$ cat config.mk
export PLATFORM = sky130hd
export DESIGN_NAME = reorder_buffer
export DESIGN_NICKNAME = d
export VERILOG_FILES = /design/src/rtl/reorder_buffer.sv
export SDC_FILE = /design/constraint.sdc
export NUM_CORES = 2
export LEC_CHECK = 0
export CORE_UTILIZATION = 50
export DETAILED_ROUTE_END_ITERATION = 10
export PLACE_DENSITY = 0.69
export SETUP_SLACK_MARGIN = 0.05
export SYNTH_ARGS = -nofsm -noshare
export SYNTH_HDL_FRONTEND = slang
export SYNTH_SLANG_ARGS = --single-unit
$ cat constraint.sdc
create_clock -name clk_in -period 26.8 [get_ports clk_in]
set_input_delay 2.68 -clock clk_in [delete_from_list [all_inputs] [get_ports clk_in]]
set_output_delay 2.68 -clock clk_in [all_outputs]
set_load 0.02 [all_outputs]
$ cat src/rtl/reorder_buffer.sv
// Reorder buffer: in-order retirement queue between the dispatcher, the CDB
// and the register file. Entries are allocated at the tail, completed by CDB
// broadcasts in any order, and retired from the head at most one per cycle.
// A mispredicted branch at the head raises a one-cycle flush and empties the
// queue; a retired EXIT stops all further retirement until reset.
module reorder_buffer #(
  parameter int RoB_WIDTH = 3
) (
  input  logic                 clk_in,
  input  logic                 rst_in,
  input  logic                 rdy_in,
  input  logic                 dispatch_en,
  input  logic [1:0]           dispatch_type,
  input  logic [4:0]           dispatch_rd,
  input  logic                 dispatch_pred,
  input  logic [31:0]          dispatch_alt_pc,
  output logic [RoB_WIDTH-1:0] dispatch_index,
  output logic                 rob_full,
  input  logic                 cdb_en,
  input  logic [RoB_WIDTH-1:0] cdb_index,
  input  logic [31:0]          cdb_data,
  input  logic                 cdb_taken,
  input  logic [RoB_WIDTH-1:0] query_j_index,
  input  logic [RoB_WIDTH-1:0] query_k_index,
  output logic                 query_j_ready,
  output logic                 query_k_ready,
  output logic [31:0]          query_j_data,
  output logic [31:0]          query_k_data,
  output logic                 commit_en,
  output logic [4:0]           commit_reg,
  output logic [RoB_WIDTH-1:0] commit_index,
  output logic [31:0]          commit_data,
  output logic                 store_commit_en,
  output logic                 flush_out,
  output logic [31:0]          flush_pc,
  output logic                 exit_out,
  output logic [31:0]          debug_commit_id
);

  localparam int RoB_SIZE = 1 << RoB_WIDTH;
  localparam int CNT_W    = RoB_WIDTH + 1;

  typedef logic [RoB_WIDTH-1:0] idx_t;
  typedef logic [CNT_W-1:0]     cnt_t;

  localparam idx_t IDX_ONE  = idx_t'(1);
  localparam cnt_t CNT_ONE  = cnt_t'(1);
  localparam cnt_t CNT_FULL = cnt_t'(RoB_SIZE);

  typedef enum logic [1:0] {
    TYPE_REG    = 2'd0,
    TYPE_STORE  = 2'd1,
    TYPE_BRANCH = 2'd2,
    TYPE_EXIT   = 2'd3
  } rob_type_e;

  // Entry storage
  logic [RoB_SIZE-1:0] busy_q,  busy_d;
  logic [RoB_SIZE-1:0] ready_q, ready_d;
  logic [RoB_SIZE-1:0] pred_q,  pred_d;
  logic [RoB_SIZE-1:0] taken_q, taken_d;
  rob_type_e           type_q   [RoB_SIZE];
  rob_type_e           type_d   [RoB_SIZE];
  logic [4:0]          rd_q     [RoB_SIZE];
  logic [4:0]          rd_d     [RoB_SIZE];
  logic [31:0]         value_q  [RoB_SIZE];
  logic [31:0]         value_d  [RoB_SIZE];
  logic [31:0]         alt_pc_q [RoB_SIZE];
  logic [31:0]         alt_pc_d [RoB_SIZE];

  // Queue pointers
  idx_t head_q, head_d;
  idx_t tail_q, tail_d;
  cnt_t count_q, count_d;

  // Registered outputs
  logic        commit_en_q, commit_en_d;
  logic [4:0]  commit_reg_q, commit_reg_d;
  idx_t        commit_index_q, commit_index_d;
  logic [31:0] commit_data_q, commit_data_d;
  logic        store_commit_q, store_commit_d;
  logic        flush_q, flush_d;
  logic [31:0] flush_pc_q, flush_pc_d;
  logic        exit_q, exit_d;
  logic [31:0] debug_id_q, debug_id_d;

  // Per-cycle decisions
  logic dispatch_s;
  logic cdb_wr_s;
  logic retire_s;
  logic mispredict_s;

  assign dispatch_index  = tail_q;
  assign rob_full        = (count_q == CNT_FULL);
  assign commit_en       = commit_en_q;
  assign commit_reg      = commit_reg_q;
  assign commit_index    = commit_index_q;
  assign commit_data     = commit_data_q;
  assign store_commit_en = store_commit_q;
  assign flush_out       = flush_q;
  assign flush_pc        = flush_pc_q;
  assign exit_out        = exit_q;
  assign debug_commit_id = debug_id_q;

  // Operand lookup for the j source, with same-cycle CDB bypass
  always_comb begin
    query_j_ready = 1'b0;
    query_j_data  = 32'd0;
    if (flush_q) begin
      query_j_ready = 1'b0;
    end else if (ready_q[query_j_index]) begin
      query_j_ready = 1'b1;
      query_j_data  = value_q[query_j_index];
    end else if (cdb_en && (cdb_index == query_j_index) && busy_q[query_j_index]) begin
      query_j_ready = 1'b1;
      query_j_data  = cdb_data;
    end else begin
      query_j_ready = 1'b0;
    end
  end

  // Operand lookup for the k source, with same-cycle CDB bypass
  always_comb begin
    query_k_ready = 1'b0;
    query_k_data  = 32'd0;
    if (flush_q) begin
      query_k_ready = 1'b0;
    end else if (ready_q[query_k_index]) begin
      query_k_ready = 1'b1;
      query_k_data  = value_q[query_k_index];
    end else if (cdb_en && (cdb_index == query_k_index) && busy_q[query_k_index]) begin
      query_k_ready = 1'b1;
      query_k_data  = cdb_data;
    end else begin
      query_k_ready = 1'b0;
    end
  end

  // Next-state: CDB capture, tail allocation, head retirement and flush
  always_comb begin
    busy_d   = busy_q;
    ready_d  = ready_q;
    pred_d   = pred_q;
    taken_d  = taken_q;
    type_d   = type_q;
    rd_d     = rd_q;
    value_d  = value_q;
    alt_pc_d = alt_pc_q;
    head_d   = head_q;
    tail_d   = tail_q;
    count_d  = count_q;

    commit_en_d    = 1'b0;
    store_commit_d = 1'b0;
    flush_d        = 1'b0;
    commit_reg_d   = commit_reg_q;
    commit_index_d = commit_index_q;
    commit_data_d  = commit_data_q;
    flush_pc_d     = flush_pc_q;
    exit_d         = exit_q;
    debug_id_d     = debug_id_q;
    mispredict_s   = 1'b0;

    // Full gating uses the registered count so a same-cycle retire never admits a dispatch
    dispatch_s = rdy_in && dispatch_en && !rob_full && !flush_q;
    cdb_wr_s   = rdy_in && cdb_en && !flush_q && busy_q[cdb_index];
    // Retirement looks only at registered readiness; a CDB write this cycle retires next cycle
    retire_s   = rdy_in && !flush_q && !exit_q && busy_q[head_q] && ready_q[head_q];

    if (cdb_wr_s) begin
      value_d[cdb_index] = cdb_data;
      taken_d[cdb_index] = cdb_taken;
      ready_d[cdb_index] = 1'b1;
    end else begin
      value_d[cdb_index] = value_q[cdb_index];
    end

    if (dispatch_s) begin
      busy_d[tail_q]   = 1'b1;
      ready_d[tail_q]  = (rob_type_e'(dispatch_type) == TYPE_EXIT);
      type_d[tail_q]   = rob_type_e'(dispatch_type);
      rd_d[tail_q]     = dispatch_rd;
      pred_d[tail_q]   = dispatch_pred;
      taken_d[tail_q]  = 1'b0;
      alt_pc_d[tail_q] = dispatch_alt_pc;
      tail_d           = tail_q + IDX_ONE;
    end else begin
      tail_d = tail_q;
    end

    if (retire_s) begin
      busy_d[head_q]  = 1'b0;
      ready_d[head_q] = 1'b0;
      head_d          = head_q + IDX_ONE;
      commit_index_d  = head_q;
      debug_id_d      = debug_id_q + 32'd1;
      case (type_q[head_q])
        TYPE_REG: begin
          commit_en_d   = 1'b1;
          commit_reg_d  = rd_q[head_q];
          commit_data_d = value_q[head_q];
        end
        TYPE_STORE: begin
          store_commit_d = 1'b1;
        end
        TYPE_BRANCH: begin
          if (taken_q[head_q] != pred_q[head_q]) begin
            mispredict_s = 1'b1;
            flush_d      = 1'b1;
            flush_pc_d   = alt_pc_q[head_q];
          end else begin
            mispredict_s = 1'b0;
          end
        end
        TYPE_EXIT: begin
          exit_d = 1'b1;
        end
        default: begin
          commit_en_d = 1'b0;
        end
      endcase
    end else begin
      head_d = head_q;
    end

    if (dispatch_s && !retire_s) begin
      count_d = count_q + CNT_ONE;
    end else if (!dispatch_s && retire_s) begin
      count_d = count_q - CNT_ONE;
    end else begin
      count_d = count_q;
    end

    // A mispredict discards every younger entry, including any dispatched this cycle
    if (mispredict_s) begin
      busy_d  = '0;
      ready_d = '0;
      head_d  = '0;
      tail_d  = '0;
      count_d = '0;
    end else begin
      busy_d = busy_d;
    end
  end

  // State and registered-output update
  always_ff @(posedge clk_in or posedge rst_in) begin
    if (rst_in) begin
      busy_q         <= '0;
      ready_q        <= '0;
      pred_q         <= '0;
      taken_q        <= '0;
      for (int i = 0; i < RoB_SIZE; i++) begin
        type_q[i]   <= TYPE_REG;
        rd_q[i]     <= 5'd0;
        value_q[i]  <= 32'd0;
        alt_pc_q[i] <= 32'd0;
      end
      head_q         <= '0;
      tail_q         <= '0;
      count_q        <= '0;
      commit_en_q    <= 1'b0;
      commit_reg_q   <= 5'd0;
      commit_index_q <= '0;
      commit_data_q  <= 32'd0;
      store_commit_q <= 1'b0;
      flush_q        <= 1'b0;
      flush_pc_q     <= 32'd0;
      exit_q         <= 1'b0;
      debug_id_q     <= 32'd0;
    end else begin
      busy_q         <= busy_d;
      ready_q        <= ready_d;
      pred_q         <= pred_d;
      taken_q        <= taken_d;
      type_q         <= type_d;
      rd_q           <= rd_d;
      value_q        <= value_d;
      alt_pc_q       <= alt_pc_d;
      head_q         <= head_d;
      tail_q         <= tail_d;
      count_q        <= count_d;
      commit_en_q    <= commit_en_d;
      commit_reg_q   <= commit_reg_d;
      commit_index_q <= commit_index_d;
      commit_data_q  <= commit_data_d;
      store_commit_q <= store_commit_d;
      flush_q        <= flush_d;
      flush_pc_q     <= flush_pc_d;
      exit_q         <= exit_d;
      debug_id_q     <= debug_id_d;
    end
  end

endmodule

==> out/metrics.json <==
{
  "run_status": {
    "status": "finished, final reports clean"
  },
  "synthesis": {
    "synth.ff_latch_count": 718,
    "post-synth-top-area-fraction_pct": 47.5,
    "synth-async-reset-ratio_pct": 100,
    "netlist_top_cells_area": "sky130_fd_sc_hd__dfrtp_1 (47%), sky130_fd_sc_hd__mux4_2 (17%), sky130_fd_sc_hd__nand2_1 (9.5%), sky130_fd_sc_hd__mux2_2 (6.3%), sky130_fd_sc_hd__o21ai_0 (3.6%)",
    "mapped_cells": 3384,
    "synth.yosys.seq_area_share_pct": 47.5,
    "synth.cell_area_mm2": 0.0378,
    "synthDominantAreaCellType": "sky130_fd_sc_hd__dfrtp_1",
    "dominantRegCellSynth": "sky130_fd_sc_hd__dfrtp_1",
    "number_of_enable_flip_flop_cells_after_synthesis": 0,
    "syn_nets": 3477,
    "synth_cell_type_count": 60,
    "ys.warnings.count": 0,
    "synth.avg_cell_area_um2": 11.2
  },
  "worst_setup_path": {
    "worst_r2r_path_depth": 13,
    "timing.critical_path.slowest_cell_delay_ns": 0.93,
    "worstSetupPathType": "input pin to primary output",
    "r2r_setup_slack_ns": 21.73,
    "cp_common_cell": "sky130_fd_sc_hd__buf_4",
    "critical_path.endpoint_type": "primary output",
    "path_max_fanout": 65,
    "worst_ep_arrival_time_ns": 5.89,
    "crit-reg2reg-capture": "count_q[3]",
    "kind_of_start_point_of_the_critical_path": "input pin",
    "timing.critical_path.slowest_stage_cell": "sky130_fd_sc_hd__o21bai_4",
    "setup.worst_path.start": "query_k_index[0]",
    "path_cells": "buf_4 -> mux4_2 -> mux2_2 -> buf_4 -> o21bai_4 -> a211oi_1 -> clkdlybuf4s50_1",
    "worst-endpoint-required_ns": 24.12,
    "critical_path.reg2reg.startpoint": "head_q[2]"
  },
  "detailed_routing": {
    "avgRoutedWirePerCell_um": 24.2,
    "route.antenna.remaining_nets": 0,
    "post_detailed_routing_wire_length_um": 110000,
    "drc": 0,
    "drt_iter0_markers": 3287,
    "avgViaCountPerCell": 6.26,
    "dr.pass1.iters": 6,
    "dr_total_vias": 28400
  },
  "timing": {
    "finalCritPeriodShare_pct": 32.0,
    "max_slew_margin_pct": 20.6,
    "hold_ws_ns": 0.468,
    "unrepaired_setup_endpoints_after_global_routing": "false",
    "worstMarginPinSlew_ns": 1.19,
    "number_of_setup_violations_in_the_final_report": 0,
    "max_clock_freq_ghz": 0.117,
    "final.setup.tns_ns": 0,
    "timing.final.max_slew_violations": 0,
    "period_needed_ns": 8.57,
    "clock-skew-final_ns": 0.0324,
    "final-hold-violation-count": 0
  },
  "floorplanning": {
    "fp.coreArea_mm2": 0.0747,
    "ioPinCount": 265,
    "area_enclosed_by_the_die_boundary_mm2": 0.0768,
    "row_count": 100,
    "starting_utilization_of_the_core_area_pct": 50.6,
    "chipWidth_um": 277,
    "floorplan_die_height_um": 277
  },
  "cts": {
    "cts_hold_buffers": 0,
    "cts.path.max_buffers": 3,
    "cts.repair_timing.setup_buffer_count": 0,
    "ctsRootBufferMaster": "sky130_fd_sc_hd__clkbuf_16",
    "clock_slew_at_reported_path_ffs_ns": 0.06,
    "htree_levels": 3,
    "post_cts_resize_count": 0,
    "clkLatencyLatePin_ns": 0.65,
    "numCtsBuffers": 79,
    "cts_num_sinks": 718,
    "clock_tree_from_tritoncts": "built"
  },
  "pwr": {
    "power_density_mw_per_mm2": 67.2,
    "power.leakage_uw": 0.0198,
    "ir_worst_vdd_mv": 0.0460
  },
  "layout": {
    "regArea_mm2": 0.0180,
    "nFillCells": 6091,
    "post_route_cells_drive_above_1_share_pct": 20.1,
    "area_of_the_multi_input_gates_mm2": 0.0188,
    "reg_top3": "alt_pc_q (256), value_q (256), rd_q (40)",
    "area_growth_pct": 15.4,
    "nNetsFinal": 3602
  },
  "placed_design": {
    "gp_congestion": 0.906,
    "post-dp-hpwl_um": 63500,
    "port-buffer-count": 264
  },
  "grt": {
    "grt_pass1_wl_um": 173000,
    "grt_overflow": 0,
    "grt_util_all_layers_pct": 29.0,
    "grt_antenna_before_repair": 8,
    "grt_max_degree": 192,
    "first_global_vias": 28600
  },
  "worst_hold_path": {
    "sink_of_the_worst_hold_path": "alt_pc_q[154]",
    "hold_path_class": "register to register",
    "hold-path-cell-count": 2,
    "worst_hold_startpoint": "alt_pc_q[154]"
  },
  "job": {
    "maxcap_violations": 0
  }
}
## cells in the final DEF, fill, tap and decap left out, drive strengths merged, types with 4 or more instances in the layout
master / synthesis / routed
nand2: 957 / 957
a22oi: 128 / 128
mux2i: 106 / 106
a21oi: 9 / 9
nand3: 22 / 22
clkdlybuf4s50: 0 / 258
or3: 6 / 6
and3: 15 / 15
a211oi: 68 / 68
dfrtp: 718 / 718
clkbuf: 169 / 111
nor3b: 7 / 7
inv: 15 / 17
and2: 4 / 4
a221oi: 5 / 5
clkinv: 1 / 19
nand4: 45 / 45
ha: 5 / 5
xor2: 13 / 13
nor3: 13 / 13
o311a: 5 / 5
o21ai: 270 / 270
bufinv: 0 / 4
a31oi: 5 / 5
nor2: 99 / 99
mux2: 243 / 243
o22ai: 4 / 4
mux4: 284 / 284
buf: 102 / 57
xnor2: 27 / 27
## worst max path at each step
stage	end	slack, ns	depth (start not counted)
3_3_place_gp	query_k_data[27]	18.26	7
6_report	query_k_data[30]	18.23	7
5_1_grt	query_k_data[1]	18.07	8
2_1_floorplan	alt_pc_q[0]	3.98	1
3_5_place_dp	query_k_data[30]	18.21	7
4_1_cts	query_k_data[30]	18.20	7
## layer usage
layer | part of all wire [%] | GRT usage, % | wire (um)
met5 | 0.13 | 0.563 | 142
met4 | 3.3 | 10.6 | 3610
met3 | 8.8 | 6.55 | 9620
met2 | 48 | 46.7 | 53000
met1 | 40 | 38.6 | 43500
## synth_stat cells (all sizes together), types with 13 or more instances
master / count
mux2i: 106
xnor2: 27
o21ai: 270
nand2: 957
dfrtp: 718
and3: 15
nor3: 13
a211oi: 68
nor2: 99
clkbuf: 169
mux4: 284
inv: 15
nand4: 45
nand3: 22
mux2: 243
xor2: 13
a22oi: 128
buf: 102
## stage by stage
step / setup WS (ns) / util (%) / power [uW] / area (um2) / cells
finish: 18.23 / 58.4 / 2930 / 43600 / 4534
global route: 18.07 / 58.4 / 3050 / 43600 / 4534
CTS: 18.20 / 58.4 / 2940 / 43600 / 4533
detailed placement: 18.21 / 55.0 / 1850 / 41100 / 4397
global placement: 18.26 / 55.0 / 1840 / 41100 / 4397
floorplan: 3.98 / - / 1650 / 37800 / 3384
## final cells by class
| cell class | instances | area share, % |
|---|---|---|
| Timing Repair Buffer | 315 | 6.92 |
| Multi-Input combinational cell | 2379 | 43.1 |
| Inverter | 16 | 0.155 |
| Antenna cell | 1 | 0.00573 |
| Clock buffer | 111 | 5.13 |
| Sequential cell | 718 | 41.2 |
| Clock inverter | 25 | 0.757 |
| Tap cell | 969 | 2.78 |
## cells by family (layout without fill, tap and decap cells)
logic type	after synthesis	after routing	share of synthesized area, %
buffers and inverters	287	467	3.22
xor gates and xnor gates	40	40	0.926
other	0	1	0
DFF	718	718	47.5
muxes	633	633	27.0
AOI/OAI and AO/OA	513	513	8.41
and+or+nand+nor	1187	1187	12.7
adders and majority gates	6	6	0.218
## worst max-delay path, delay by kind of cell
family	cells	cell delay (ns)
buf+inv	3	1.45
compound gates	2	1.04
mux	2	0.67
## power breakdown
part	switching (uW)	internal, uW
Combinational	271	246
Clock	458	625
Sequential	144	1190
Total	874	2060
No activity file was read; power rests on OpenSTA's default activity.
